===== config.mk =====
export PLATFORM = sky130hd
export DESIGN_NAME = bin2bcd_seq
export DESIGN_NICKNAME = d
export VERILOG_FILES = /design/src/rtl/bin2bcd_seq.sv
export SDC_FILE = /design/constraint.sdc
export NUM_CORES = 1
export LEC_CHECK = 0
export ABC_AREA = 1
export ABC_CLOCK_PERIOD_IN_PS = 3000
export BUFFER_PORTS_ARGS = -buffer_cell sky130_fd_sc_hd__buf_2
export CORE_MARGIN = 3
export CORE_UTILIZATION = 28
export CTS_CLUSTER_SIZE = 25
export DETAILED_ROUTE_END_ITERATION = 6
export PLACE_DENSITY_LB_ADDON = 0.3
export SYNTH_ARGS = -nofsm -noshare
export SYNTH_HDL_FRONTEND = slang
export SYNTH_SLANG_ARGS = --single-unit
export TNS_END_PERCENT = 1

===== constraint.sdc =====
create_clock -name clk -period 3 [get_ports clk]
set_input_delay 0.15 -clock clk [delete_from_list [all_inputs] [get_ports clk]]
set_output_delay 0.15 -clock clk [all_outputs]
set_load 0.01 [all_outputs]

===== src/rtl/bin2bcd_seq.sv =====
// Multi-cycle binary-to-BCD converter (double-dabble): one operand bit per cycle,
// with a single add-3 corrector per digit, a start/done handshake and sticky overflow.

module bin2bcd_add3 (
   input  logic [3:0] d,
   output logic [3:0] q
);
   assign q = (d >= 4'd5) ? d + 4'd3 : d;
endmodule

module bin2bcd_seq #(
   parameter int WIDTH  = 8,
   parameter int DIGITS = 3
) (
   input  logic                clk,
   input  logic                rst_n,
   input  logic                start,
   input  logic [WIDTH-1:0]    bin,
   output logic                busy,
   output logic                done,
   output logic [4*DIGITS-1:0] bcd,
   output logic                overflow
);
   localparam int BW = 4 * DIGITS;
   localparam int CW = $clog2(WIDTH + 1);

   typedef enum logic [1:0] {ST_IDLE, ST_SHIFT, ST_DONE} state_t;

   state_t         state, state_nx;
   logic [WIDTH-1:0] opnd;
   logic [BW-1:0]  scratch;
   logic [BW-1:0]  adj;
   logic           sticky;
   logic [CW-1:0]  cnt;

   for (genvar g = 0; g < DIGITS; g++) begin : g_dig
      bin2bcd_add3 u_add3 (.d(scratch[4*g +: 4]), .q(adj[4*g +: 4]));
   end

   always_ff @(posedge clk or negedge rst_n) begin
      if (!rst_n) state <= ST_IDLE;
      else        state <= state_nx;
   end

   always_comb begin
      state_nx = state;
      case (state)
         ST_IDLE:  if (start) state_nx = ST_SHIFT;
         ST_SHIFT: if (cnt == CW'(1)) state_nx = ST_DONE;
         ST_DONE:  state_nx = ST_IDLE;
         default:  state_nx = ST_IDLE;
      endcase
   end

   // Status flags are registered so no input reaches an output combinationally;
   // done rises on the transfer edge, together with bcd/overflow.
   always_ff @(posedge clk or negedge rst_n) begin
      if (!rst_n) begin
         busy <= 1'b0;
         done <= 1'b0;
      end else begin
         busy <= (state_nx == ST_SHIFT);
         done <= (state == ST_DONE);
      end
   end

   always_ff @(posedge clk or negedge rst_n) begin
      if (!rst_n) begin
         opnd     <= '0;
         scratch  <= '0;
         sticky   <= 1'b0;
         cnt      <= '0;
         bcd      <= '0;
         overflow <= 1'b0;
      end else begin
         case (state)
            ST_IDLE: if (start) begin
               opnd    <= bin;
               scratch <= '0;
               sticky  <= 1'b0;
               cnt     <= CW'(WIDTH);
            end
            ST_SHIFT: begin
               // The bit leaving the top digit would carry into a digit we don't keep.
               scratch <= {adj[BW-2:0], opnd[WIDTH-1]};
               opnd    <= opnd << 1;
               sticky  <= sticky | adj[BW-1];
               cnt     <= cnt - CW'(1);
            end
            ST_DONE: begin
               bcd      <= scratch;
               overflow <= sticky;
            end
            default: ;
         endcase
      end
   end
endmodule


== Yosys cells after proc, flatten, opt, wreduce, memory -nomap -nowiden ==
Index checks and enable logic that the tools add are counted.
Widths: inputs -> output; s select.
Storage, ports and cells
  register bits after elaboration: 42
  bits in latches: 0
  RAM bits: 0
  bits in read-only memories: 0
  input bits: 11
  output and inout port bits: 15
  memories kept: 0
Cells by class
  add/subtract/negate cells: 4
  $mul: 0
  divide/modulo/power cells: 0
  magnitude comparators: 3
  equal/unequal tests: 5
  shift-type cells: 0
  muxes and demuxes: 14
  bitwise operators: 1
  reductions and logical operators: 3
Operators with widths (count)
  $pmux 12 s2: 1
  $mux 4: 4
  $pmux 8 s2: 1
  $add 4x2->4 const B: 3
  $ge 4x3->1 const B: 3
  $mux 12: 1
  $mux 8: 1
  $pmux 4 s2: 1
  $eq 2x1->1 const B: 2
  $eq 4x1->1 const B: 1
  $mux 2: 2
  $pmux 2 s2: 1
  $sub 4x1->4 const B: 1
  $eq 2x2->1 const B: 1
  $logic_not 2->1: 1
  $ne 2x2->1 const B: 1
  $pmux 1 s2: 1
  $reduce_and 2->1: 1
  $reduce_bool 2->1: 1
  $mux 1: 1
  $or 1x1->1: 1

== Longest topological paths before layout ==
Gate-level depths: netlist (run 1).
  depth in word-level cells: 4
  depth in mapped cells: 8

== Hierarchy ==
Synthesis (run 1) repeated with hierarchy kept, for this count alone.
Second synthesis, totals
  cell total of the unflattened synthesis: 255
  area total of the unflattened synthesis: 2119.5 µm²
By module, submodules not included
  bin2bcd_seq: times used 1, cells an instance 186, area each 1714.1 µm², seq. area each 1051.0 µm²
  bin2bcd_add3: times used 3, cells an instance 23, area each 135.1 µm², seq. area each 0.0 µm²

== Worst setup path before layout (run 1) ==
OpenSTA, ideal clock, no wires.
  path kind: reg-to-reg
  start: register scratch[4]
  end: register scratch[5]
  setup time: 117 ps
  arrival: 1026 ps
  setup slack: 1856 ps
  stages on the path, launching flop included: 9
  path buffers: 0
  cells stage by stage: dfrtp_1 inv_1 ha_1 inv_1 nand2_1 nand3_1 nand2_1 nand3_1 nand2_1
On the way
  longest elaborated chain between the ends: 3
Ends and longest elaborated chain
  start: declaration: line 31  | logic [BW-1:0] scratch;
  start signal: assignment: line 85  | scratch <= {adj[BW-2:0], opnd[WIDTH-1]};
  $add 4x2->4 or $ge 4x3->1 (tied branches): line 8  | assign q = (d >= 4'd5) ? d + 4'd3 : d;
  $mux 4 (*): line 8
  $pmux 12 s2 (*): line 76  | case (state)
Mark *: on every way between the ends. The rest lies on a longest branch, timed or not.
A chain may end at the register's enable or synchronous reset.

== Worst setup path after layout (run 1) ==
  start: register state[0]
  end: register scratch[1]
On the way
  longest elaborated chain between the ends: 3
Ends and longest elaborated chain
  start: declaration: line 29  | state_t state, state_nx;
  start signal: assignment: line 42  | else state <= state_nx;
  $eq 2x1->1 or $logic_not 2->1 (tied branches): line 76
  $reduce_bool 2->1 (no line) or $ne 2x2->1 (tied branches)
  $reduce_and 2->1 (no line)
Parallel ways exist; a longest one is shown, timed or not.

==> results of run 1 <==
cells in the mapped netlist (3+ instances only):
library cell and count:
a21oi_1 7, buf_6 3, dfrtp_1 42, ha_1 8, inv_1 20, inv_2 3, nand2_1 72, nand3_1 19
nand4_1 6, nor2_1 13, o21ai_0 30
final timing paths:
check	startpoint	endpoint	slack [ns]	cells after the start
setup / recovery	state[0]	scratch[1]	1.62	5
hold reg to reg	overflow	overflow	0.47	2
hold / removal	rst_n	bcd[1]	-0.02	1
setup reg to reg	state[0]	scratch[1]	1.62	5
max in group asynchronous	rst_n	scratch[11]	2.43	1
min in group clk	bin[0]	opnd[0]	0.09	3
kinds of logic (layout without fill, tap and decap cells):
kind of cell    count (synthesis)  count (layout)  synth area share [%]
buf+inv                        30              56                 7.125
flops                          42              42                 52.50
compound gates                 39              39                 9.937
simple gates                  118             118                 25.44
fa+ha+maj                       8               8                 5.000
state kept, by name (all words and copies together), names as in the netlist:
name	cells
bcd	12
scratch	12
opnd	8
cnt	4
state	2
busy	1
done	1
overflow	1
sticky	1
worst max-delay path, cell delays in order (launching register included):
cell     delay [ns]
dfrtp_1        0.42
nand2_2        0.23
nand2_4        0.19
inv_1          0.31
nand2_1        0.09
nand2_1        0.08
routing by layer:
| layer | GRT usage [%] | wire [um] | vias up |
|---|---|---|---|
| met4 | 3.061 | 27 | 0 |
| met2 | 15.75 | 1796 | 43 |
| met1 | 14.00 | 2003 | 733 |
| met5 | 0 | 0 | - |
| met3 | 2.833 | 203 | 3 |
| li1 | - | - | 815 |
power breakdown:
part / total, uW / switching, uW / internal (uW)
clock: 455 / 207 / 249
combinational: 1060 / 666 / 396
sequential: 991 / 164 / 827
total: 2510 / 1040 / 1470
area by class of cell:
cell class	instances	area share [%]
inverter	23	3.752
tap	96	5.220
timing repair buffer	25	5.438
multi-input combinational	165	35.13
sequential	42	45.68
clock inverter	2	1.631
clock buffer	6	3.154
placed cells by master, fill, tap and decap left out:
cell	count
nand2_4	1
dfrtp_1	42
clkinvlp_4	1
buf_2	25
o22ai_1	1
o21bai_1	1
clkbuf_8	5
o21ai_0	30
inv_2	3
nand2_2	2
bufinv_16	1
nor2_4	1
nand3_1	19
inv_1	20
nor3_1	2
or2_2	2
ha_1	8
a21oi_1	7
nand2_1	72
clkbuf_1	1
nor2_1	13
nand4_1	6
through the flow:
step / hold slack (ns) / area [um^2] / setup WS [ns] / utilization [%] / total power [uW]
5_1_grt: 0.04956 / 2301 / 1.436 / 33.50 / 2771
4_1_cts: 0.03179 / 2301 / 1.577 / 33.50 / 2546
3_3_place_gp: 0.3501 / 2191 / 1.638 / 31.89 / 2066
3_5_place_dp: 0.3589 / 2191 / 1.602 / 31.89 / 2080
6_report: -0.02131 / 2301 / 1.617 / 33.50 / 2508
2_1_floorplan: -0.1456 / 2002 / 1.856 / - / 1817
==> results.json, run 1 <==
{
  "period_minus_slack_ns": 1.383,
  "worst-path-max-fanout": 18,
  "status": "finished with violations",
  "cts.repair.resized": 0,
  "p_leak_uw": 0.001178,
  "holdWs_ns": -0.02131,
  "synth_area_leaders": "dfrtp_1, nand2_1, o21ai_0",
  "synth_top_area_share_pct": 52.50,
  "yosysWarnings": 0,
  "detail-route-antenna-nets": 0,
  "h-tree-depth": 2,
  "drtIter0Drc": 78,
  "drive_gt1_share_pct": 15.59,
  "finalCritPeriodShare_pct": 46.09,
  "tightest_slew_ns": 0.9244,
  "crit_arrival_ns": 1.63,
  "path_clk_slew_ns": 0.09,
  "netlist_instances": 237,
  "die_h_um": 90.56,
  "nFillCells": 748,
  "via_per_inst": 4.440,
  "postCtsSetupBuffers": 0,
  "syn2layout_area_growth_pct": 14.94,
  "io_pins": 26,
  "endpoint_kind": "flop",
  "drt_first_pass_iters": 4,
  "dp_cells": 351,
  "clock_sinks": 42,
  "fin_skew_ns": 0.008913,
  "syn-cell-area_um2": 2002,
  "portBuffers": 25,
  "num_rows": 30,
  "worstPathRequired_ns": 3.24,
  "grt_pass1_vias": 1494,
  "design.core.area_um2": 6869,
  "syn_area_per_cell_um2": 8.447,
  "vias": 1594,
  "routedWlPerCell_um": 11.23,
  "grt_pass1_wl_um": 6969,
  "path_class": "reg -> reg",
  "routed_wl_um": 4030,
  "maxCapViolCount": 0,
  "clockBufferDepth": 2,
  "powerDensity_nw_per_um2": 1090,
  "cts_hold_buf": 0,
  "multi_input_area_um2": 808.3,
  "fmax_ghz": 0.7233,
  "drc": 0,
  "syn_nets": 256,
  "die_area_um2": 8200,
  "slew_headroom_pct": 38.37,
  "vdd_drop_max_mv": 0.5281,
  "track_usage_pct": 10.24,
  "maxSlewViolCount": 0,
  "grt_max_degree": 43,
  "cp-start-kind": "flop",
  "ys_ff_latch": 42,
  "place_congestion": 0.7665,
  "rsz0062_at_grt": "no",
  "synth_top_cell_by_area": "dfrtp_1",
  "violations": "hold timing",
  "nets": 281,
  "dp_hpwl_um": 2725,
  "grt_remaining_overflow": 0,
  "fin_cells": 359,
  "clock_latency_ns": 0.30,
  "async_flop_share_pct": 100.0,
  "hold_path.class": "in -> async",
  "synth_cell_types": 21,
  "synth_edf_count": 0,
  "synthFlopType": "dfrtp_1",
  "timing.final.hold_violations": 25,
  "cts_made_buffers": 5,
  "dieWidth_um": 90.56,
  "diodes": 0,
  "fin_tns_setup_ns": 0,
  "cts_root_buffer": "clkbuf_8",
  "antenna_found_initial": 0,
  "cts_tree": "built",
  "final-seq-area_um2": 1051,
  "start_util_pct": 29.14,
  "setup_viol": 0,
  "synth_seq_area_share_pct": 52.50
}
No activity file was read; power rests on OpenSTA's default activity.
==> run 2, diff against run 1 <==
--- a/config.mk
+++ b/config.mk
@@ -5,8 +5,8 @@
 export SDC_FILE = /design/constraint.sdc
 export NUM_CORES = 1
 export LEC_CHECK = 0
-export ABC_AREA = 1
-export ABC_CLOCK_PERIOD_IN_PS = 3000
+export ABC_AREA = 0
+export ABC_CLOCK_PERIOD_IN_PS = 1140
 export BUFFER_PORTS_ARGS = -buffer_cell sky130_fd_sc_hd__buf_2
 export CORE_MARGIN = 3
 export CORE_UTILIZATION = 28
==> constraint.sdc (replaced) <==
create_clock -name clk -period 1.14 [get_ports clk]
set_input_delay 0.057 -clock clk [delete_from_list [all_inputs] [get_ports clk]]
set_output_delay 0.057 -clock clk [all_outputs]
set_load 0.01 [all_outputs]
==> results.json, run 2 <==
{
  "endpoint_kind": "flop",
  "via_per_inst": 4.557,
  "p_leak_uw": 0.001306,
  "track_usage_pct": 11.90,
  "nFillCells": 667,
  "detail-route-antenna-nets": 0,
  "num_rows": 29,
  "vdd_drop_max_mv": 0.6398,
  "drtIter0Drc": 76,
  "setup_viol": 29,
  "syn2layout_area_growth_pct": 36.84,
  "clock_sinks": 42,
  "holdWs_ns": 0.02974,
  "violations": "setup timing",
  "synthFlopType": "dfrtp_1",
  "synth_common_cells": "dfrtp_1, a21oi_1, o21ai_0, inv_1, o21ai_1",
  "synth_area_leaders": "dfrtp_1, ha_1, mux2_1",
  "synth_cell_types": 33,
  "routedWlPerCell_um": 12.80,
  "ys_ff_latch": 42,
  "power.total_uw": 6881,
  "die_h_um": 89.95,
  "path_clk_slew_ns": 0.08,
  "cp_slowest_cell": "dfrtp_2",
  "status": "finished with violations",
  "cts_root_buffer": "clkbuf_8",
  "finalCritPeriodShare_pct": 119.6,
  "vias": 1522,
  "syn-cell-area_um2": 1973,
  "switching_share_pct": 34.98,
  "io_pins": 26,
  "crit_chain": "ha_2 > nand2b_4 > a21oi_4 > mux2i_1 > a22o_1",
  "synth_most_common_cell": "dfrtp_1",
  "synth_edf_count": 0,
  "fmax_ghz": 0.7336,
  "powerDensity_nw_per_um2": 2548,
  "power_frac_seq_pct": 35.2,
  "routed_wl_um": 4274,
  "path_delay_family": "flip-flops",
  "fin_skew_ns": 0.007944,
  "synth_top_cell_by_area": "dfrtp_1",
  "power_switching_uw": 2407,
  "worst-path-max-fanout": 3,
  "synth_top_area_share_pct": 53.27,
  "crit_buf_inv": 0,
  "tightest_slew_ns": 0.4081,
  "layout_setup_ws_ns": -0.2232,
  "design.core.area_um2": 6604,
  "p_clk_share_pct": 17.6,
  "crit_arrival_ns": 1.60,
  "path_class": "reg -> reg",
  "start_util_pct": 29.88,
  "clockBufferDepth": 2,
  "cp-start-kind": "flop",
  "die_area_um2": 8090,
  "yosysWarnings": 0,
  "grt_remaining_overflow": 0,
  "max_stage_delay_ns": 0.45,
  "clock_latency_ns": 0.30,
  "grt_pass1_vias": 1623,
  "fin_tns_setup_ns": -2.632,
  "timing.final.hold_violations": 0,
  "h-tree-depth": 2,
  "cts_tree": "built",
  "place_congestion": 0.7647,
  "final_cell_mix": "dfrtp_1, buf_4, buf_2",
  "grt_pass1_wl_um": 7769,
  "nets": 260,
  "postCtsSetupBuffers": 0,
  "cts_made_buffers": 5,
  "syn_area_per_cell_um2": 10.96,
  "maxSlewViolCount": 0,
  "drt_first_pass_iters": 4,
  "portBuffers": 25,
  "mostFrequentLayoutCell": "dfrtp_1",
  "async_flop_share_pct": 100.0,
  "hold_path.class": "in -> reg",
  "dp_hpwl_um": 3189,
  "drive_gt1_share_pct": 39.00,
  "antenna_found_initial": 0,
  "p_int_uw": 4474,
  "diodes": 0,
  "slew_headroom_pct": 72.80,
  "period_minus_slack_ns": 1.363,
  "drc": 0,
  "finish.utilization_pct": 40.89,
  "grt_max_degree": 43,
  "netlist_instances": 180,
  "rsz0062_at_grt": "yes",
  "pwr-share-comb_pct": 47.2,
  "maxCapViolCount": 0,
  "dieWidth_um": 89.95,
  "syn_nets": 199,
  "worstPathRequired_ns": 1.38,
  "top_regs": "bcd: 12 flops, scratch: 12 flops, opnd: 8 flops",
  "synth_seq_area_share_pct": 53.27
}
run 2: changes by cell type after synthesis, moves of 6 or more:
cell / before / now
inv_1: 20 / 10
a22oi_1: 0 / 7
nor2_1: 13 / 5
nand4_1: 6 / 0
mux2_1: 0 / 7
o21ai_0: 30 / 11
o21ai_1: 0 / 9
nand2_1: 72 / 8
nand3_1: 19 / 0
and2b_1: 0 / 6
run 2: final timing paths:
kind                                    to  slack (ns)       start  cells after the start
worst max-delay path            scratch[6]       -0.22  scratch[4]                      5
worst min-delay path               opnd[6]        0.03      bin[6]                      3
worst max register to register  scratch[6]       -0.22  scratch[4]                      5
worst min register to register      bcd[1]        0.48      bcd[1]                      2
max in group asynchronous       scratch[4]        0.66       rst_n                      3
min in group asynchronous           cnt[1]        0.26       rst_n                      3
run 2: metal layers:
layer / GRT usage (%) / share of wire [%] / vias up / wire (um)
met3: 2.838 / 2.9 / 6 / 123
met1: 15.36 / 47 / 732 / 1998
met4: 4.974 / 2.0 / 0 / 87
li1: - / - / 767 / -
met5: 0 / 0 / - / 0
met2: 19.17 / 48 / 17 / 2064
run 2: layout make-up:
class                      count  area, um^2  area share, %
clock buffer                   6       82.58          3.058
tap                           93       116.4          4.310
inverter                      10       37.54          1.390
clock inverter                 1       30.03          1.112
multi-input combinational    118       944.7          34.99
sequential                    42        1052          38.97
timing repair buffer          64       436.7          16.17
run 2: logic make-up after synthesis:
| family | synth area share (%) |
|---|---|
| XOR/XNOR | 2.220 |
| multiplexers | 6.088 |
| AND/OR/NAND/NOR | 9.576 |
| AO/OA/AOI/OAI | 19.15 |
| buffers and inverters | 4.629 |
| flip-flops | 53.27 |
| adder cells (fa/ha/maj) | 5.073 |
run 2: worst min-delay path, cell delays in order:
cell and delay [ns]:
buf_2 0.07, a21oi_1 0.05, o21ai_1 0.11
run 2: per-stage QoR:
step	instances	worst slack, ns	area, um^2
after global routing	334	-0.2802	2700
final	334	-0.2232	2700
after detailed placement	326	-0.2316	2550
after global placement	326	-0.1720	2550
after CTS	334	-0.2605	2689
after floorplan	180	-0.08904	2064
run 2: timing repair:
action | CTS | global route
hold endpoints to repair | 42 | 0
pin swaps | 7 | 0
resized for setup | 6 | 4
endpoints found under the setup margin | 41 | 41
hold buffers | 1 | 0
run 2: power by group through the flow:
stage               combinational [uW]  sequential (uW)  clock (uW)
global placement                  3210             2440           0
floorplan                         1980             2470           0
CTS                               3280             2420        1250
detailed placement                3250             2450           0
finish                            3250             2420        1210
global route                      3660             2500        1340
==> run 3, diff against run 2 <==
--- a/config.mk
+++ b/config.mk
@@ -6,12 +6,13 @@
 export NUM_CORES = 1
 export LEC_CHECK = 0
 export ABC_AREA = 0
-export ABC_CLOCK_PERIOD_IN_PS = 1140
+export ABC_CLOCK_PERIOD_IN_PS = 1440
 export BUFFER_PORTS_ARGS = -buffer_cell sky130_fd_sc_hd__buf_2
 export CORE_MARGIN = 3
 export CORE_UTILIZATION = 28
 export CTS_CLUSTER_SIZE = 25
 export DETAILED_ROUTE_END_ITERATION = 6
+export GPL_TIMING_DRIVEN = 0
 export PLACE_DENSITY_LB_ADDON = 0.3
 export SYNTH_ARGS = -nofsm -noshare
 export SYNTH_HDL_FRONTEND = slang
==> constraint.sdc (replaced) <==
create_clock -name clk -period 1.44 [get_ports clk]
set_input_delay 0.072 -clock clk [delete_from_list [all_inputs] [get_ports clk]]
set_output_delay 0.072 -clock clk [all_outputs]
set_load 0.01 [all_outputs]
==> results.json, run 3 (synthesis gave the netlist of run 2 again) <==
{
  "status": "finished, final reports clean",
  "grt_remaining_overflow": 0,
  "worst-path-max-fanout": 5,
  "maxCapViolCount": 0,
  "p_leak_uw": 0.001172,
  "hold_path.class": "in -> reg",
  "final_cell_mix": "dfrtp_1, buf_2, buf_4, a21oi_1, o21ai_0",
  "clock_sinks": 42,
  "maxSlewViolCount": 0,
  "routedWlPerCell_um": 13.29,
  "via_per_inst": 4.673,
  "antenna_found_initial": 0,
  "clockBufferDepth": 2,
  "pwr-share-comb_pct": 42.2,
  "clock_latency_ns": 0.29,
  "power_switching_uw": 1786,
  "r2r-start": "scratch[5]",
  "rsz0062_at_grt": "yes",
  "pre_cts_slack_ns": -0.07524,
  "powerDensity_nw_per_um2": 2011,
  "cp-startpoint": "scratch[5]",
  "track_usage_pct": 10.35,
  "drtIter0Drc": 22,
  "place_congestion": 0.7769,
  "detail-route-antenna-nets": 0,
  "crit_end": "scratch[6]",
  "drt_first_pass_iters": 4,
  "grt_max_degree": 43,
  "final_area_um2": 2454,
  "fin_skew_ns": 0.006301,
  "path_clk_slew_ns": 0.08,
  "io_pins": 26,
  "vias": 1472,
  "worstPathRequired_ns": 1.67,
  "reg2regPathDepth": 6,
  "drive_gt1_share_pct": 29.73,
  "period_minus_slack_ns": 1.376,
  "timing.final.hold_violations": 0,
  "slew_headroom_pct": 37.58,
  "path_class": "reg -> reg",
  "switching_share_pct": 36.21,
  "cts_made_buffers": 5,
  "dieWidth_um": 89.95,
  "start_util_pct": 29.88,
  "mostFrequentLayoutCell": "dfrtp_1",
  "vdd_drop_max_mv": 0.5561,
  "h-tree-depth": 2,
  "grt_pass1_wl_um": 6824,
  "die_h_um": 89.95,
  "cts_root_buffer": "clkbuf_8",
  "crit_arrival_ns": 1.61,
  "nets": 240,
  "top_regs": "bcd: 12 flops, scratch: 12 flops, opnd: 8 flops",
  "setup_viol": 0,
  "layout_setup_ws_ns": 0.06351,
  "portBuffers": 25,
  "dpl_cell_area_um2": 2215,
  "r2r-end": "scratch[6]",
  "tightest_slew_ns": 0.9363,
  "drc": 0,
  "endpoint_kind": "flop",
  "p_clk_share_pct": 18.4,
  "fmax_ghz": 0.7265,
  "cp-start-kind": "flop",
  "diodes": 0,
  "num_rows": 29,
  "p_int_uw": 3147,
  "power_frac_seq_pct": 39.4,
  "design.core.area_um2": 6604,
  "cts_tree": "built",
  "routed_wl_um": 4186,
  "dp_hpwl_um": 2669,
  "rrSetupSlack_ns": 0.06,
  "finalCritPeriodShare_pct": 95.59,
  "syn2layout_area_growth_pct": 24.35,
  "grt_pass1_vias": 1387,
  "die_area_um2": 8090
}
run 3: stage by stage:
step	total power [uW]	util (%)	hold WS [ns]	cells	TNS (ns)
2_1_floorplan	3243	-	-0.2236	180	0
6_report	4934	37.15	0.04613	315	0
3_5_place_dp	3731	33.54	0.2773	298	-0.09702
5_1_grt	5348	37.15	0.05238	315	-0.03002
3_3_place_gp	3697	33.54	0.2730	298	-0.07896
4_1_cts	4691	35.39	0.03397	307	-0.01748
run 3: worst max-delay path, cell delays in order, from the launching register on:
cell	delay (ns)
dfrtp_1	0.40
inv_2	0.09
ha_2	0.20
nand2b_1	0.07
a21oi_2	0.22
mux2i_1	0.21
a22o_1	0.14
run 3: power by group through the flow:
stage | combinational (uW) | clock (uW) | sequential, uW
after detailed placement | 1790 | 0 | 1940
after CTS | 1820 | 944 | 1930
final | 2080 | 909 | 1940
after floorplan | 1330 | 0 | 1910
after global placement | 1770 | 0 | 1930
after global routing | 2350 | 984 | 2010
run 3: per-layer routing:
metal	global-route usage, %	share of wire (%)
met1	14.07	47
met2	16.10	48
met3	3.172	3.6
met4	2.679	0.96
met5	0	0
run 3: timing repair:
| item | in CTS | in global routing |
|---|---|---|
| cloned | 0 | 0 |
| hold buffers | 1 | 0 |
| pin swaps | 2 | 5 |
| resized for setup | 3 | 15 |
| hold endpoints to repair | 42 | 0 |
| endpoints found under the setup margin | 4 | 15 |
| setup buffers | 0 | 8 |
run 3: how the worst min path moves through the flow:
stage | from | to | slack [ns] | depth (start not counted)
4_1_cts | bin[5] | opnd[5] | 0.03 | 3
3_5_place_dp | rst_n | done | 0.28 | 1
5_1_grt | bin[3] | opnd[3] | 0.05 | 3
2_1_floorplan | rst_n | bcd[0] | -0.22 | 0
6_report | bin[2] | opnd[2] | 0.05 | 3
3_3_place_gp | rst_n | done | 0.27 | 1
run 3: area by class of cell:
class                      count  area [um^2]
inverter                      10        37.54
clock buffer                   5        68.82
clock inverter                 3        40.04
fill                         688         4150
tap                           93        116.4
timing repair buffer          34        195.2
sequential                    42         1052
buffer                        10        56.30
multi-input combinational    118        887.1
